[config.mk]
export PLATFORM = sky130hd
export DESIGN_NAME = servile_sram_wb_arbiter_flat
export DESIGN_NICKNAME = d
export VERILOG_FILES = /design/src/rtl/servile_sram_wb_arbiter_pkg.sv /design/src/rtl/servile_sram_wb_arbiter_if.sv /design/src/rtl/servile_sram_wb_arbiter_rr_arb2.sv /design/src/rtl/servile_sram_wb_arbiter.sv /design/src/flat_wrapper.sv
export SDC_FILE = /design/constraint.sdc
export NUM_CORES = 1
export LEC_CHECK = 0
export BUFFER_PORTS_ARGS = -buffer_cell sky130_fd_sc_hd__buf_2
export CAP_MARGIN = 20
export CORE_ASPECT_RATIO = 2
export CORE_UTILIZATION = 30
export CTS_CLUSTER_SIZE = 8
export DETAILED_ROUTE_END_ITERATION = 7
export GPL_TIMING_DRIVEN = 0
export PLACE_DENSITY = 0.71
export SLEW_MARGIN = 20
export SYNTH_ARGS = -nofsm -noshare
export SYNTH_HDL_FRONTEND = slang
export SYNTH_SLANG_ARGS = --single-unit
[constraint.sdc]
create_clock -name i_clk -period 1.73 [get_ports i_clk]
set_input_delay 0.0865 -clock i_clk [delete_from_list [all_inputs] [get_ports i_clk]]
set_output_delay 0.0865 -clock i_clk [all_outputs]
set_load 0.1 [all_outputs]
[src/rtl/servile_sram_wb_arbiter_pkg.sv]
// Shared types and constants for the serial-RF / dual-Wishbone SRAM arbiter.
// Single-cycle combinational helpers only; no state lives here.
package servile_arb_pkg;

  typedef enum logic [1:0] {
    IDLE  = 2'd0,
    XFER  = 2'd1,
    DRAIN = 2'd2,
    ACK   = 2'd3
  } state_t;

  localparam int   BEATS = 4;
  localparam logic M0    = 1'b0;
  localparam logic M1    = 1'b1;

endpackage

[src/rtl/servile_sram_wb_arbiter_if.sv]
// 32-bit Wishbone-style word port with byte selects and a one-cycle ack.
// The master holds adr/dat/sel/we stable from stb until ack; there is no other backpressure.
interface servile_sram_wb_arbiter_if #(
  parameter int AW = 8
);
  logic [AW-3:0] adr;
  logic [31:0]   dat;
  logic [3:0]    sel;
  logic          we;
  logic          stb;
  logic [31:0]   rdt;
  logic          ack;

  modport master (output adr, dat, sel, we, stb, input rdt, ack);
  modport slave  (input adr, dat, sel, we, stb, output rdt, ack);
endinterface

[src/rtl/servile_sram_wb_arbiter_rr_arb2.sv]
// Two-requester round-robin pick; combinational grant, last-grant register updated on ack.
// A tie goes to the master that was not served last; a single requester always wins.
module servile_rr_arb2
  import servile_arb_pkg::*;
(
  input  logic       i_clk,
  input  logic       i_rst,
  input  logic [1:0] i_req,
  input  logic       i_ack,
  input  logic       i_ack_gnt,
  output logic       o_gnt
);

  logic r_last;

  always_ff @(posedge i_clk or posedge i_rst) begin
    if (i_rst)      r_last <= M1;
    else if (i_ack) r_last <= i_ack_gnt;
  end

  always_comb begin
    o_gnt = i_req[1];
    if (&i_req) o_gnt = ~r_last;
  end

endmodule

[src/rtl/servile_sram_wb_arbiter.sv]
// One byte-wide SRAM shared by the serial RF (always wins) and two Wishbone masters moved as 4 byte beats.
// Write ack 5 cycles after stb is sampled, read ack 6; each RF-active cycle during XFER stalls one beat.
module servile_sram_wb_arbiter
  import servile_arb_pkg::*;
#(
  parameter int depth    = 256,
  parameter int rf_regs  = 32,
  parameter int rf_depth = $clog2(rf_regs * 4),
  parameter int aw       = $clog2(depth)
) (
  input  logic                i_clk,
  input  logic                i_rst,
  input  logic [rf_depth-1:0] i_rf_waddr,
  input  logic [rf_depth-1:0] i_rf_raddr,
  input  logic [7:0]          i_rf_wdata,
  input  logic                i_rf_wen,
  input  logic                i_rf_ren,
  output logic [7:0]          o_rf_rdata,
  output logic [aw-1:0]       o_sram_waddr,
  output logic [aw-1:0]       o_sram_raddr,
  output logic [7:0]          o_sram_wdata,
  output logic                o_sram_wen,
  output logic                o_sram_ren,
  input  logic [7:0]          i_sram_rdata,
  servile_sram_wb_arbiter_if.slave i_m0,
  servile_sram_wb_arbiter_if.slave i_m1
);

  state_t        r_state;
  logic          r_grant;
  logic [1:0]    r_beat;
  logic          r_rd_pend;
  logic [1:0]    r_rd_idx;
  logic [31:0]   r_rdt;
  logic          r_ack0;
  logic          r_ack1;
  logic          r_regzero;

  logic          w_rf_active;
  logic          w_gnt;
  logic          w_issue;
  logic [aw-3:0] w_adr;
  logic [31:0]   w_dat;
  logic [3:0]    w_sel;
  logic          w_we;
  logic [aw-1:0] w_wb_addr;

  assign w_rf_active = i_rf_wen | i_rf_ren;
  assign w_adr       = r_grant ? i_m1.adr : i_m0.adr;
  assign w_dat       = r_grant ? i_m1.dat : i_m0.dat;
  assign w_sel       = r_grant ? i_m1.sel : i_m0.sel;
  assign w_we        = r_grant ? i_m1.we  : i_m0.we;
  assign w_wb_addr   = {w_adr, r_beat};
  assign w_issue     = (r_state == XFER) & ~w_rf_active;

  servile_rr_arb2 u_arb (
    .i_clk     (i_clk),
    .i_rst     (i_rst),
    .i_req     ({i_m1.stb, i_m0.stb}),
    .i_ack     (r_state == ACK),
    .i_ack_gnt (r_grant),
    .o_gnt     (w_gnt)
  );

  // RF lives in the top of the SRAM, so its byte address is inverted into the upper region.
  always_comb begin
    o_sram_waddr = w_wb_addr;
    o_sram_raddr = w_wb_addr;
    o_sram_wdata = w_dat[8*r_beat +: 8];
    o_sram_wen   = w_issue & w_we & w_sel[r_beat];
    o_sram_ren   = w_issue & ~w_we;
    if (w_rf_active) begin
      o_sram_waddr = ~aw'(i_rf_waddr);
      o_sram_raddr = ~aw'(i_rf_raddr);
      o_sram_wdata = i_rf_wdata;
      o_sram_wen   = i_rf_wen;
      o_sram_ren   = i_rf_ren;
    end
  end

  assign o_rf_rdata = r_regzero ? 8'h00 : i_sram_rdata;
  assign i_m0.rdt   = r_rdt;
  assign i_m1.rdt   = r_rdt;
  assign i_m0.ack   = r_ack0;
  assign i_m1.ack   = r_ack1;

  always_ff @(posedge i_clk or posedge i_rst) begin
    if (i_rst) begin
      r_state   <= IDLE;
      r_grant   <= M0;
      r_beat    <= 2'd0;
      r_rd_pend <= 1'b0;
      r_rd_idx  <= 2'd0;
      r_rdt     <= 32'h0;
      r_ack0    <= 1'b0;
      r_ack1    <= 1'b0;
      r_regzero <= 1'b0;
    end else begin
      r_ack0    <= 1'b0;
      r_ack1    <= 1'b0;
      r_rd_pend <= 1'b0;
      r_regzero <= &i_rf_raddr[rf_depth-1:2];
      // SRAM data lags ren by one cycle, so capture follows the issued beat regardless of RF traffic now.
      if (r_rd_pend) r_rdt[8*r_rd_idx +: 8] <= i_sram_rdata;
      case (r_state)
        IDLE: begin
          if (i_m0.stb | i_m1.stb) begin
            r_grant <= w_gnt;
            r_beat  <= 2'd0;
            r_state <= XFER;
          end
        end
        XFER: begin
          if (!w_rf_active) begin
            r_beat <= r_beat + 2'd1;
            if (!w_we) begin
              r_rd_pend <= 1'b1;
              r_rd_idx  <= r_beat;
            end
            if (r_beat == 2'(BEATS - 1)) begin
              if (w_we) begin
                r_state <= ACK;
                r_ack0  <= ~r_grant;
                r_ack1  <= r_grant;
              end else begin
                r_state <= DRAIN;
              end
            end
          end
        end
        DRAIN: begin
          r_state <= ACK;
          r_ack0  <= ~r_grant;
          r_ack1  <= r_grant;
        end
        ACK:     r_state <= IDLE;
        default: r_state <= IDLE;
      endcase
    end
  end

endmodule

[src/flat_wrapper.sv]
// flat-port wrapper written by rule: the top's interface ports become plain ports
module servile_sram_wb_arbiter_flat import servile_arb_pkg::*;
#(
  parameter int depth    = 256,
  parameter int rf_regs  = 32,
  parameter int rf_depth = $clog2(rf_regs * 4),
  parameter int aw       = $clog2(depth)
)
  (i_clk, i_rst, i_rf_waddr, i_rf_raddr, i_rf_wdata, i_rf_wen, i_rf_ren, o_rf_rdata, o_sram_waddr, o_sram_raddr, o_sram_wdata, o_sram_wen, o_sram_ren, i_sram_rdata, i_m0_adr, i_m0_dat, i_m0_sel, i_m0_we, i_m0_stb, i_m0_rdt, i_m0_ack, i_m1_adr, i_m1_dat, i_m1_sel, i_m1_we, i_m1_stb, i_m1_rdt, i_m1_ack);
  servile_sram_wb_arbiter_if #(.AW(8)) i_m0_i ();
  servile_sram_wb_arbiter_if #(.AW(8)) i_m1_i ();
  input  logic i_clk;
  input  logic i_rst;
  input  logic [rf_depth-1:0] i_rf_waddr;
  input  logic [rf_depth-1:0] i_rf_raddr;
  input  logic [7:0] i_rf_wdata;
  input  logic i_rf_wen;
  input  logic i_rf_ren;
  output logic [7:0] o_rf_rdata;
  output logic [aw-1:0] o_sram_waddr;
  output logic [aw-1:0] o_sram_raddr;
  output logic [7:0] o_sram_wdata;
  output logic o_sram_wen;
  output logic o_sram_ren;
  input  logic [7:0] i_sram_rdata;
  input wire logic [$bits(i_m0_i.adr)-1:0] i_m0_adr;
  input wire logic [$bits(i_m0_i.dat)-1:0] i_m0_dat;
  input wire logic [$bits(i_m0_i.sel)-1:0] i_m0_sel;
  input wire logic [$bits(i_m0_i.we)-1:0] i_m0_we;
  input wire logic [$bits(i_m0_i.stb)-1:0] i_m0_stb;
  output wire logic [$bits(i_m0_i.rdt)-1:0] i_m0_rdt;
  output wire logic [$bits(i_m0_i.ack)-1:0] i_m0_ack;
  input wire logic [$bits(i_m1_i.adr)-1:0] i_m1_adr;
  input wire logic [$bits(i_m1_i.dat)-1:0] i_m1_dat;
  input wire logic [$bits(i_m1_i.sel)-1:0] i_m1_sel;
  input wire logic [$bits(i_m1_i.we)-1:0] i_m1_we;
  input wire logic [$bits(i_m1_i.stb)-1:0] i_m1_stb;
  output wire logic [$bits(i_m1_i.rdt)-1:0] i_m1_rdt;
  output wire logic [$bits(i_m1_i.ack)-1:0] i_m1_ack;
  assign i_m0_i.adr = i_m0_adr;
  assign i_m0_i.dat = i_m0_dat;
  assign i_m0_i.sel = i_m0_sel;
  assign i_m0_i.we = i_m0_we;
  assign i_m0_i.stb = i_m0_stb;
  assign i_m0_rdt = i_m0_i.rdt;
  assign i_m0_ack = i_m0_i.ack;
  assign i_m1_i.adr = i_m1_adr;
  assign i_m1_i.dat = i_m1_dat;
  assign i_m1_i.sel = i_m1_sel;
  assign i_m1_i.we = i_m1_we;
  assign i_m1_i.stb = i_m1_stb;
  assign i_m1_rdt = i_m1_i.rdt;
  assign i_m1_ack = i_m1_i.ack;
  servile_sram_wb_arbiter #(.depth(depth), .rf_regs(rf_regs), .rf_depth(rf_depth), .aw(aw)) u_core (.i_clk(i_clk), .i_rst(i_rst), .i_rf_waddr(i_rf_waddr), .i_rf_raddr(i_rf_raddr), .i_rf_wdata(i_rf_wdata), .i_rf_wen(i_rf_wen), .i_rf_ren(i_rf_ren), .o_rf_rdata(o_rf_rdata), .o_sram_waddr(o_sram_waddr), .o_sram_raddr(o_sram_raddr), .o_sram_wdata(o_sram_wdata), .o_sram_wen(o_sram_wen), .o_sram_ren(o_sram_ren), .i_sram_rdata(i_sram_rdata), .i_m0(i_m0_i), .i_m1(i_m1_i));
endmodule
==> results by group <==
Critical path
  – CP startpoint kind: flip-flop
  – CP peak stage delay: 0.40 ns
  – WP data required: 1.64 ns
  – WS Path Type: reg2out
  – Worst path cell trace: buf_6, buf_12, mux2i_2, a22oi_1, nand3_1, nand2_2, buf_12
  – Arr. time, crit path: 1.79 ns
  – Worst Path Max Fanout: 10
  – CP most frequent cell: buf_12
  – R2R depth: 5
  – Endpoint class of the critical path: primary output
  – Reg2reg start: u_core.r_rd_idx[0]
  – Critical path depth in cells: 7
  – Crit-path slowest cell: dfrtp_1
  – Buf/Inv on CP: 3
  – Crit Reg-Reg Endpoint: u_core.i_m0.rdt[26]
  – Critical path's top delay family: buffers and inverters
  – R2R Setup Slk: 0.10 ns

Flow run
  – Max-cap violations: 0

Global routing
  – Gr usage total: 20.90%
  – Number of global-route vias before repair: approximately 3400
  – Antenna violations before repair: 1
  – Global-route wire length before repair: 16.95 mm
  – Total gr overflow: 0
  – Largest net degree at the start of global routing: 33

Routing
  – 1st-iter DRT viols: between 100 and 150
  – Post-route ant nets: 0
  – Detailed Route WL: 11.03 mm
  – DR vias/cell: 4.962
  – Via count: 3404
  – Wire per inst: 16.08 um
  – DRC: 0
  – Drt first pass iters: 4

CTS
  – CTS H-tree lvls: 2
  – Clock latency on the worst-skew pair: 0.28 ns
  – Clk Tree Root Cell: clkbuf_16
  – CTS Sinks: between 40 and 50
  – Bufs on Longest Clock Path: 2
  – CTS tree: yes
  – CTS Buf Count: 5
  – CTS clk-pin slew, worst paths: 0.06 ns

Synthesis
  – Synth Warn #: 0
  – Share of the yosys chip area belonging to registers: 35.57%
  – EDFF count, synth: 0
  – Syn nets: 446
  – Synth cell types: 42
  – FFs w/ async S/R, synth: 100.0%
  – Post-synth design cell area: approximately 3100 um2
  – Synth Flop Type: dfrtp_1
  – Post-Synthesis Cells: 314
  – Register bit total from synthesis: 44
  – Avg Cell Area, Syn: 9.870 um2

Min path
  – Worst Min Path Start: i_rf_raddr[6]
  – Worst min-delay path class: in2reg
  – Hold Crit Depth: 3
  – Hold Path Sink: u_core.r_regzero

Floorplanning
  – Rows: between 50 and 60
  – Die Width: 73.87 um
  – Io pins: ~220
  – Die span in y: 145.7 um
  – Initial Utilization: a little under a third
  – Core outline area: 10080 um2
  – DIE AREA: 10770 um2

Placement
  – RD Place Congestion: between 0.8 and 0.9
  – Buffers added on ports: 221
  – Post-DP Area: approximately 4500 um2
  – Post-Place Setup Slack: -0.2683 ns
  – DP Wirelength: slightly above 9 mm

Cells and area
  – Share of cells above drive strength 1: 63.27%
  – Final #Nets: 681
  – Area Overhead vs Synth: 64.35%
  – Layout Utilization: 50.51%
  – Post-route cell area: 5094 um2

Outcome
  – Outcome: finished, violations left
  – Failing checks: negative setup slack

Timing
  – Minimum hold slack: 0.03261 ns
  – Post-layout min period: 1.876 ns
  – Worst-Margin Slew: between 0.6 and 0.7 ns
  – RSZ-0062 raised after global routing: true
  – F_max: 533.1 MHz
  – Worst Skew: 0.004473 ns
  – Hold Violations, Final: 0
  – Part of the cycle the worst path needs: 108.4%
  – Final WS setup: -0.1459 ns
  – Finish-stage setup viols: 12
  – Max_slew headroom: 58.78%
  – Slew Viols, Final: 0

Power and ir drop
  – Maximum VDD drop: roughly 0.00077 V
  – Pwr/cell area: approximately 1500 nW/um2
  – Static Leak: 0.002725 uW
  – Tot Pwr: around 7600 uW
## where the power goes
group / switching, uW / leakage (uW) / internal, uW
Sequential: 177 / 0.000592 / 1230
Clock: 371 / 0.0000808 / 679
Combinational: 3460 / 0.00205 / 1650
Total: 4000 / 0.00273 / 3560
## kinds of logic (layout without fill, tap and decap cells)
family	after synthesis	count (layout)	synth area share, %
buffers and inverters	58	294	12.23
other	0	1	0
adder cells (fa/ha/maj)	10	10	4.037
AND/OR/NAND/NOR	76	76	13.85
multiplexers	42	42	13.81
flip-flops	44	44	35.57
AO/OA/AOI/OAI	84	84	20.51
## cell usage after synthesis, types with 2 or more instances
cell type  count  share of area (%)
a21oi_1       16                2.6
a41oi_1        2               0.57
nand3_1        9                1.5
ha_1          10                4.0
nor3_1         3               0.48
a31o_2         2               0.57
nor2b_1       15                3.0
a22oi_1       17                4.1
and4_1         2               0.57
mux2_2         3                1.1
a22o_1        33                9.3
buf_2         14                2.3
nor2_1         5               0.61
mux2i_1       38                 12
dfrtp_1       43                 35
buf_4         36                8.7
inv_1          6               0.73
nand2_1       29                3.5
o21ai_0        3               0.48
a211oi_1       6                1.5
## what timing repair did
item | CTS | global route
gates resized for setup | 80 | 30
pin swaps | 8 | 11
hold buffers | 1 | 0
setup buffers | 6 | 2
hold endpoints to repair | 11 | 0
setup endpoints to repair | 39 | 24
## cell usage in the layout (no fill, tap or decap), types with 3 or more instances in the layout
cell / count
a22oi_2: 6
mux2i_1: 36
nand3_1: 9
buf_2: 205
a21oi_1: 8
buf_6: 10
nor2b_1: 7
a22oi_1: 11
buf_12: 13
inv_1: 4
nor2b_2: 8
nand2_2: 9
clkbuf_16: 5
nand2_1: 20
a211oi_2: 5
dfrtp_1: 41
buf_4: 48
nor2_1: 5
o21ai_0: 3
a22o_1: 33
a21oi_2: 9
nor3_1: 3
mux2_2: 3
ha_1: 8
## registers in the layout, summed over array words and instances, names as in the netlist
name,flops
u_core.i_m0.ack,1
u_core.r_grant,1
u_core.r_regzero,1
u_core.r_beat,2
u_core.u_arb.r_last,1
u_core.r_state,2
u_core.i_m1.ack,1
u_core.r_rd_pend,1
u_core.i_m0.rdt,32
u_core.r_rd_idx,2
## stage by stage
step,std cells,TNS (ns)
floorplan,314,-5.748
global placement,670,-0.9557
detailed placement,671,-1.388
CTS,684,-1.075
global route,686,-1.745
finish,686,-1.011
## per-layer routing
| metal | up-vias | wire length, um | track usage, % |
|---|---|---|---|
| met3 | 36 | 692 | 3.601 |
| met1 | 1570 | 3552 | 19.10 |
| met4 | 2 | 680 | 12.98 |
| met2 | 210 | 6101 | 39.91 |
| li1 | 1586 | - | - |
| met5 | - | 6 | 0 |
## worst register-to-register path, delay by kind of cell (launching register included)
family                   cells  cell delay, ns
adder cells (fa/ha/maj)      1            0.38
AND/OR/NAND/NOR              1            0.22
buffers and inverters        2            0.28
flip-flops                   1            0.44
AO/OA/AOI/OAI                1            0.19
## worst max-delay path by stage
stage	startpoint	end	slack, ns
finish	u_core.r_beat[0]	o_sram_wdata[0]	-0.15
CTS	u_core.r_beat[0]	o_sram_wdata[0]	-0.12
global placement	u_core.r_state[1]	o_sram_wen	-0.24
detailed placement	u_core.r_state[1]	o_sram_wen	-0.27
global route	u_core.r_beat[0]	o_sram_wdata[0]	-0.19
floorplan	u_core.r_grant	o_sram_raddr[2]	-0.57
## final cells by class
cell class                      count  area, um2
Antenna cell                        1      2.502
Buffer                             49      400.4
Clock buffer                        6      128.9
Clock inverter                      2      35.03
Fill cell                         906       4991
Inverter                            6      22.52
Multi-Input combinational cell    212       1824
Sequential cell                    44       1105
Tap cell                          135      168.9
Timing Repair Buffer              231       1406
(Power assumes the default switching activity.)
